## src/rtl/keypad_pkg.sv

```systemverilog
// keypad_pkg: shared widths, FSM state type and one-hot helpers for keypad blocks.
package keypad_pkg;
    localparam int KEY_W  = 16;
    localparam int CODE_W = 4;

    typedef enum logic [1:0] {IDLE, HELD, MULTI} key_state_t;

    function automatic logic is_onehot(input logic [KEY_W-1:0] v);
        return (v != '0) && ((v & (v - KEY_W'(1))) == '0);
    endfunction

    function automatic logic [CODE_W-1:0] onehot_to_idx(input logic [KEY_W-1:0] v);
        logic [CODE_W-1:0] idx;
        idx = '0;
        for (int i = 0; i < KEY_W; i++)
            if (v[i]) idx = idx | CODE_W'(i);
        return idx;
    endfunction
endpackage

```

## src/rtl/keypad_event_encoder_if.sv

```systemverilog
// keypad_event_encoder_if: valid/ready key-code stream toward the calculator control logic.
interface keypad_event_encoder_if;
    import keypad_pkg::*;
    logic [CODE_W-1:0] code_data;
    logic              code_valid;
    logic              code_ready;
    modport master (output code_data, output code_valid, input code_ready);
    modport slave  (input code_data, input code_valid, output code_ready);
endinterface

```

## src/rtl/key_event_fifo.sv

```systemverilog
// key_event_fifo: first-word fall-through FIFO; full pushes are ignored, pointers carry a wrap bit.
module key_event_fifo #(
    parameter int DEPTH = 4,
    parameter int W     = 4
) (
    input  logic         clk,
    input  logic         rst_n,
    input  logic         i_push,
    input  logic [W-1:0] i_data,
    input  logic         i_pop,
    output logic [W-1:0] o_data,
    output logic         o_full,
    output logic         o_empty
);
    localparam int AW = $clog2(DEPTH);

    logic [W-1:0] r_mem [DEPTH];
    logic [AW:0]  r_wp, r_rp;
    logic         w_wr, w_rd;

    assign o_empty = r_wp == r_rp;
    assign o_full  = (r_wp[AW] != r_rp[AW]) && (r_wp[AW-1:0] == r_rp[AW-1:0]);
    assign w_rd    = i_pop && !o_empty;
    // a pop in the same cycle frees the slot the push needs
    assign w_wr    = i_push && (!o_full || w_rd);
    assign o_data  = r_mem[r_rp[AW-1:0]];

    always_ff @(posedge clk or negedge rst_n) begin
        if (!rst_n) begin
            r_wp <= '0;
            r_rp <= '0;
            for (int i = 0; i < DEPTH; i++) r_mem[i] <= '0;
        end else begin
            if (w_wr) r_mem[r_wp[AW-1:0]] <= i_data;
            if (w_wr) r_wp <= r_wp + 1'b1;
            if (w_rd) r_rp <= r_rp + 1'b1;
        end
    end
endmodule

```

## src/rtl/keypad_event_encoder.sv

```systemverilog
// keypad_event_encoder: debounces the raw keypad vector, emits one code per clean single-key
// press and buffers codes in a FIFO; chords and rollovers are suppressed until full release.
module keypad_event_encoder
    import keypad_pkg::*;
#(
    parameter int DEBOUNCE_CYCLES = 20000,
    parameter int FIFO_DEPTH      = 4
) (
    input  logic                   clk,
    input  logic                   rst_n,
    input  logic [KEY_W-1:0]       keys,
    keypad_event_encoder_if.master evt,
    output logic                   key_held,
    output logic                   overflow
);
    localparam int             CW   = $clog2(DEBOUNCE_CYCLES);
    localparam logic [CW-1:0]  CMAX = CW'(DEBOUNCE_CYCLES - 1);

    logic [KEY_W-1:0]  r_sample, r_deb, r_cap;
    logic [CW-1:0]     r_cnt;
    key_state_t        r_state, w_next;
    logic              w_stable, w_push, w_pop, w_full, w_empty;
    logic [CODE_W-1:0] w_code;

    assign w_stable       = keys == r_sample;
    assign w_pop          = evt.code_valid && evt.code_ready;
    assign w_code         = onehot_to_idx(r_deb);
    assign evt.code_valid = !w_empty;

    always_ff @(posedge clk or negedge rst_n) begin
        if (!rst_n) begin
            r_sample <= '0;
            r_cnt    <= '0;
            r_deb    <= '0;
            r_cap    <= '0;
            key_held <= 1'b0;
            overflow <= 1'b0;
        end else begin
            r_sample <= keys;
            r_cnt    <= w_stable ? (r_cnt == CMAX ? r_cnt : r_cnt + 1'b1) : '0;
            if (w_stable && r_cnt == CMAX) r_deb <= r_sample;
            if (w_push) r_cap <= r_deb;
            key_held <= |r_deb;
            overflow <= w_push && w_full && !w_pop;
        end
    end

    always_ff @(posedge clk or negedge rst_n) begin
        if (!rst_n) r_state <= IDLE;
        else        r_state <= w_next;
    end

    // only a press starting from a fully released pad can generate an event
    always_comb begin
        w_next = r_state;
        w_push = 1'b0;
        case (r_state)
            IDLE: begin
                w_push = is_onehot(r_deb);
                w_next = w_push ? HELD : (r_deb != '0 ? MULTI : IDLE);
            end
            HELD:    w_next = r_deb == '0 ? IDLE : (r_deb != r_cap ? MULTI : HELD);
            MULTI:   w_next = r_deb == '0 ? IDLE : MULTI;
            default: w_next = IDLE;
        endcase
    end

    key_event_fifo #(.DEPTH(FIFO_DEPTH), .W(CODE_W)) u_fifo (
        .clk     (clk),
        .rst_n   (rst_n),
        .i_push  (w_push),
        .i_data  (w_code),
        .i_pop   (w_pop),
        .o_data  (evt.code_data),
        .o_full  (w_full),
        .o_empty (w_empty)
    );
endmodule

```

## src/flat_wrapper.sv

```systemverilog
// flat-port wrapper written by rule: the top's interface ports become plain ports
module keypad_event_encoder_flat import keypad_pkg::*;
#(
    parameter int DEBOUNCE_CYCLES = 20000,
    parameter int FIFO_DEPTH      = 4
)
  (clk, rst_n, keys, key_held, overflow, evt_code_data, evt_code_valid, evt_code_ready);
  keypad_event_encoder_if evt_i ();
  input  logic clk;
  input  logic rst_n;
  input  logic [KEY_W-1:0] keys;
  output logic key_held;
  output logic overflow;
  output wire logic [$bits(evt_i.code_data)-1:0] evt_code_data;
  output wire logic [$bits(evt_i.code_valid)-1:0] evt_code_valid;
  input wire logic [$bits(evt_i.code_ready)-1:0] evt_code_ready;
  assign evt_code_data = evt_i.code_data;
  assign evt_code_valid = evt_i.code_valid;
  assign evt_i.code_ready = evt_code_ready;
  keypad_event_encoder #(.DEBOUNCE_CYCLES(DEBOUNCE_CYCLES), .FIFO_DEPTH(FIFO_DEPTH)) u_core (.clk(clk), .rst_n(rst_n), .keys(keys), .evt(evt_i), .key_held(key_held), .overflow(overflow));
endmodule
```

## config.mk

```make
export PLATFORM = sky130hd
export DESIGN_NAME = keypad_event_encoder_flat
export DESIGN_NICKNAME = d
export VERILOG_FILES = /design/src/rtl/keypad_pkg.sv /design/src/rtl/keypad_event_encoder_if.sv /design/src/rtl/key_event_fifo.sv /design/src/rtl/keypad_event_encoder.sv /design/src/flat_wrapper.sv
export SDC_FILE = /design/constraint.sdc
export NUM_CORES = 1
export LEC_CHECK = 0
export CORE_MARGIN = 5
export CORE_UTILIZATION = 59
export DETAILED_ROUTE_END_ITERATION = 16
export MAX_ROUTING_LAYER = met4
export PLACE_DENSITY = 0.77
export SLEW_MARGIN = 40
export SYNTH_ARGS = -nofsm -noshare
export SYNTH_HDL_FRONTEND = slang
export SYNTH_HIERARCHICAL = 1
export SYNTH_SLANG_ARGS = --single-unit
```

## constraint.sdc

```tcl
create_clock -name clk -period 2.9 [get_ports clk]
set_input_delay 0.58 -clock clk [delete_from_list [all_inputs] [get_ports clk]]
set_output_delay 0.58 -clock clk [all_outputs]
set_load 0.01 [all_outputs]
```

==> flow_summary.ini <==
[grt]
grt_overflow = 0
antenna_found_initial = 0
first_global_vias = 2799
grt_max_degree = 56
grt_pass1_wl_mm = 13.6
grt_usage_pct = 19.9

[drt]
drt-wirelength-per-cell_um = 16.5
via_count = 2692
wl_mm = 7.94
postRouteAntennaNets = 0
drt_first_pass_iters = 4
route.detailed.drc = 0
drt_first_iter_violations = 117
vias_per_cell = 5.61

[floorplan]
die_y_um = 96.3
start_util_pct = 60.6
rows = 31
dieArea_um2 = 9280
die_width_um = 96.3
core_um2 = 7250
io_pins = 26

[cts]
cts_max_path_buffers = 2
cts_resized = 0
clkTransAtPathRegs_ps = 90
clk_latency_ps = 360
cts_made_buffers = 9
htreeDepth = 3
postCtsHoldBufs = 0
post_cts_buffers = 0
cts_sinks = 89
cts_root_buf = clkbuf_8
cts_tree = done

[worst_setup_path]
critPathBufInv = 1
r2r_end = u_core/u_fifo/r_mem[1]$_DFFE_PN0P_
crit_type = flop to flop
setup.worst_path.start_class = flop
critPathTopFamily = simple AND/OR/NAND/NOR gates
crit_arrival_ps = 2960
rr_startpoint = u_core/r_deb[0]$_DFFE_PN0P_
required_ps = 3150
end_kind = flop
ff2ff_setup_slack_ps = 190
worstPathCellList = nor4_4 > nand2_1 > o311ai_1 > buf_4 > nand4b_4 > nor2_8 > and2_1 > o41ai_4 > mux2_2
slowest_delay_ps = 500
worst_path_max_delay_cell = nor4_4
critPathMaxFanout = 11
crit_start = u_core/r_deb[0]$_DFFE_PN0P_
rr_worst_depth = 9

[pwr]
switchingPower_w = 0.000488
p_int_w = 0.00177
p_sw_share_pct = 21.6
power_frac_clock_pct = 41.1
p_leak_nw = 2.36
max-vdd-ir-drop_mv = 0.326
combPwrFrac_pct = 3.2
power.total_w = 0.00226
power_frac_seq_pct = 55.7
powerDensity_nw_per_um2 = 447

[synthesis]
syn_area_per_cell_um2 = 13.1
synth_ff_type = dfrtp_1
async_reset_ff_share_pct = 100
yosysUniqueCellTypes = 53
syn_nets = 360
yosysSeqAreaShare_pct = 50.7
yosysTopAreaCell = dfrtp_1
synth.area.top_cells = dfrtp_1 (51%), mux2_2 (11%), xor2_1 (5.4%)
synth-edff-count = 0
syn_area_um2 = 4400
netlist.area_leader.share_pct = 50.7
synth_seq_cells = 89
yosys_warnings = 6
netlist_instances = 335

[sta]
setup_violations = 0
fmax_ghz = 0.369
tns_ps = 0
hold_viol = 0
finalClockSkew_ps = 13.2
tightestPinTransition_ps = 707
rsz0062_at_grt = no
fin_crit_sh_pct = 93.5
whs_ps = 259
slew_violations = 0
slew_headroom_pct = 52.9
layout_min_cycle_time_ps = 2710

[placed_design]
place_area_um2 = 4830
hpwl_mm = 5.83
port_buffers = 25
dp_cells = 464
place.gp.congestion = 0.837

[run]
cap_violations = 0

[final_layout]
fin_cells = 480
syn_to_final_growth_pct = 15.2
final_cell_mix = dfrtp_1 (89), mux2_2 (41), xor2_1 (27)
final_nets = 401
final_common_cell = dfrtp_1
diodes = 0
drive_gt1_share_pct = 27.6
final_design_area_no_fill_um2 = 5060

[worst_hold_path]
hold_path_class = primary input to asynchronous set/reset pin

[outcome]
status = finished clean
==> logic make-up (layout without fill, tap and decap cells) <==
family / Yosys count / in the layout / synth area share [%]
AND/OR/NAND/NOR: 90 / 90 / 12.1
flip-flops: 89 / 89 / 50.7
multiplexers: 55 / 55 / 15.9
XOR/XNOR: 53 / 53 / 11.3
AO/OA/AOI/OAI: 20 / 20 / 5.32
buffers and inverters: 20 / 66 / 2.56
adder cells (fa/ha/maj): 8 / 8 / 2.19
==> synth_stat cells, drive strengths merged (4+ instances only) <==
| library cell | number |
|---|---|
| nand2 | 10 |
| mux4 | 4 |
| xnor2 | 24 |
| nor3 | 6 |
| dfrtp | 89 |
| inv | 6 |
| xor2 | 29 |
| clkbuf | 5 |
| nor2 | 25 |
| nand4 | 9 |
| buf | 9 |
| o41ai | 5 |
| mux2 | 50 |
| nor4 | 9 |
| nand3 | 12 |
| ha | 6 |
| and2 | 4 |
==> state kept, by name (all words and copies together), names as in the netlist <==
signal,flops
u_core/r_state,2
u_core/r_cnt,15
u_core/r_deb,16
u_core/r_cap,16
u_core/key_held,1
u_core/u_fifo/r_mem,16
u_core/u_fifo/r_rp,3
u_core/u_fifo/r_wp,3
u_core/r_sample,16
u_core/overflow,1
==> power groups by stage <==
stage | Combinational [W] | Clock (W) | Sequential [W]
4_1_cts | 0.0000759 | 0.000947 | 0.00126
5_1_grt | 0.0000830 | 0.000996 | 0.00126
3_5_place_dp | 0.0000756 | 0 | 0.00128
2_1_floorplan | 0.0000157 | 0 | 0.00128
3_3_place_gp | 0.0000733 | 0 | 0.00128
6_report | 0.0000730 | 0.000928 | 0.00126
==> routing by layer <==
layer / wire length, um / global-route usage, % / up-vias
met3: 260 / 3.21 / 14
li1: - / - / 1278
met5: 0 / - / -
met1: 3660 / 25.8 / 1350
met4: 131 / 7.83 / 0
met2: 3890 / 31.5 / 50
==> per-stage QoR <==
stage	setup slack (ps)	util, %
after CTS	72.6	69.7
final	190	69.8
after global routing	46.6	69.8
after floorplan	264	-
after global placement	192	66.6
after detailed placement	174	66.6
==> worst max-delay path by stage <==
stage | end | cells past startpoint
global route | u_core/u_fifo/r_mem[3]$_DFFE_PN0P_ | 8
finish | u_core/u_fifo/r_mem[1]$_DFFE_PN0P_ | 9
floorplan | u_core/u_fifo/r_mem[0]$_DFFE_PN0P_ | 9
CTS | evt_code_valid | 4
detailed placement | u_core/r_deb[5]$_DFFE_PN0P_ | 7
global placement | u_core/r_deb[5]$_DFFE_PN0P_ | 7
==> layout make-up <==
type	instances	area, um2
sequential	89	2230
fill	513	2190
multi-input combinational	226	2070
timing repair buffer	44	403
clock buffer	10	128
tap	99	124
clock inverter	6	92.6
inverter	6	22.5
==> worst reg2reg max path: cells and delay by family (launching register included) <==
kind / cells / cell delay, ps
and+or+nand+nor: 5 / 1150
DFF: 1 / 490
AOI/OAI and AO/OA: 2 / 470
muxes: 1 / 320
buffers and inverters: 1 / 190
Power figures use the tool's default switching activity.
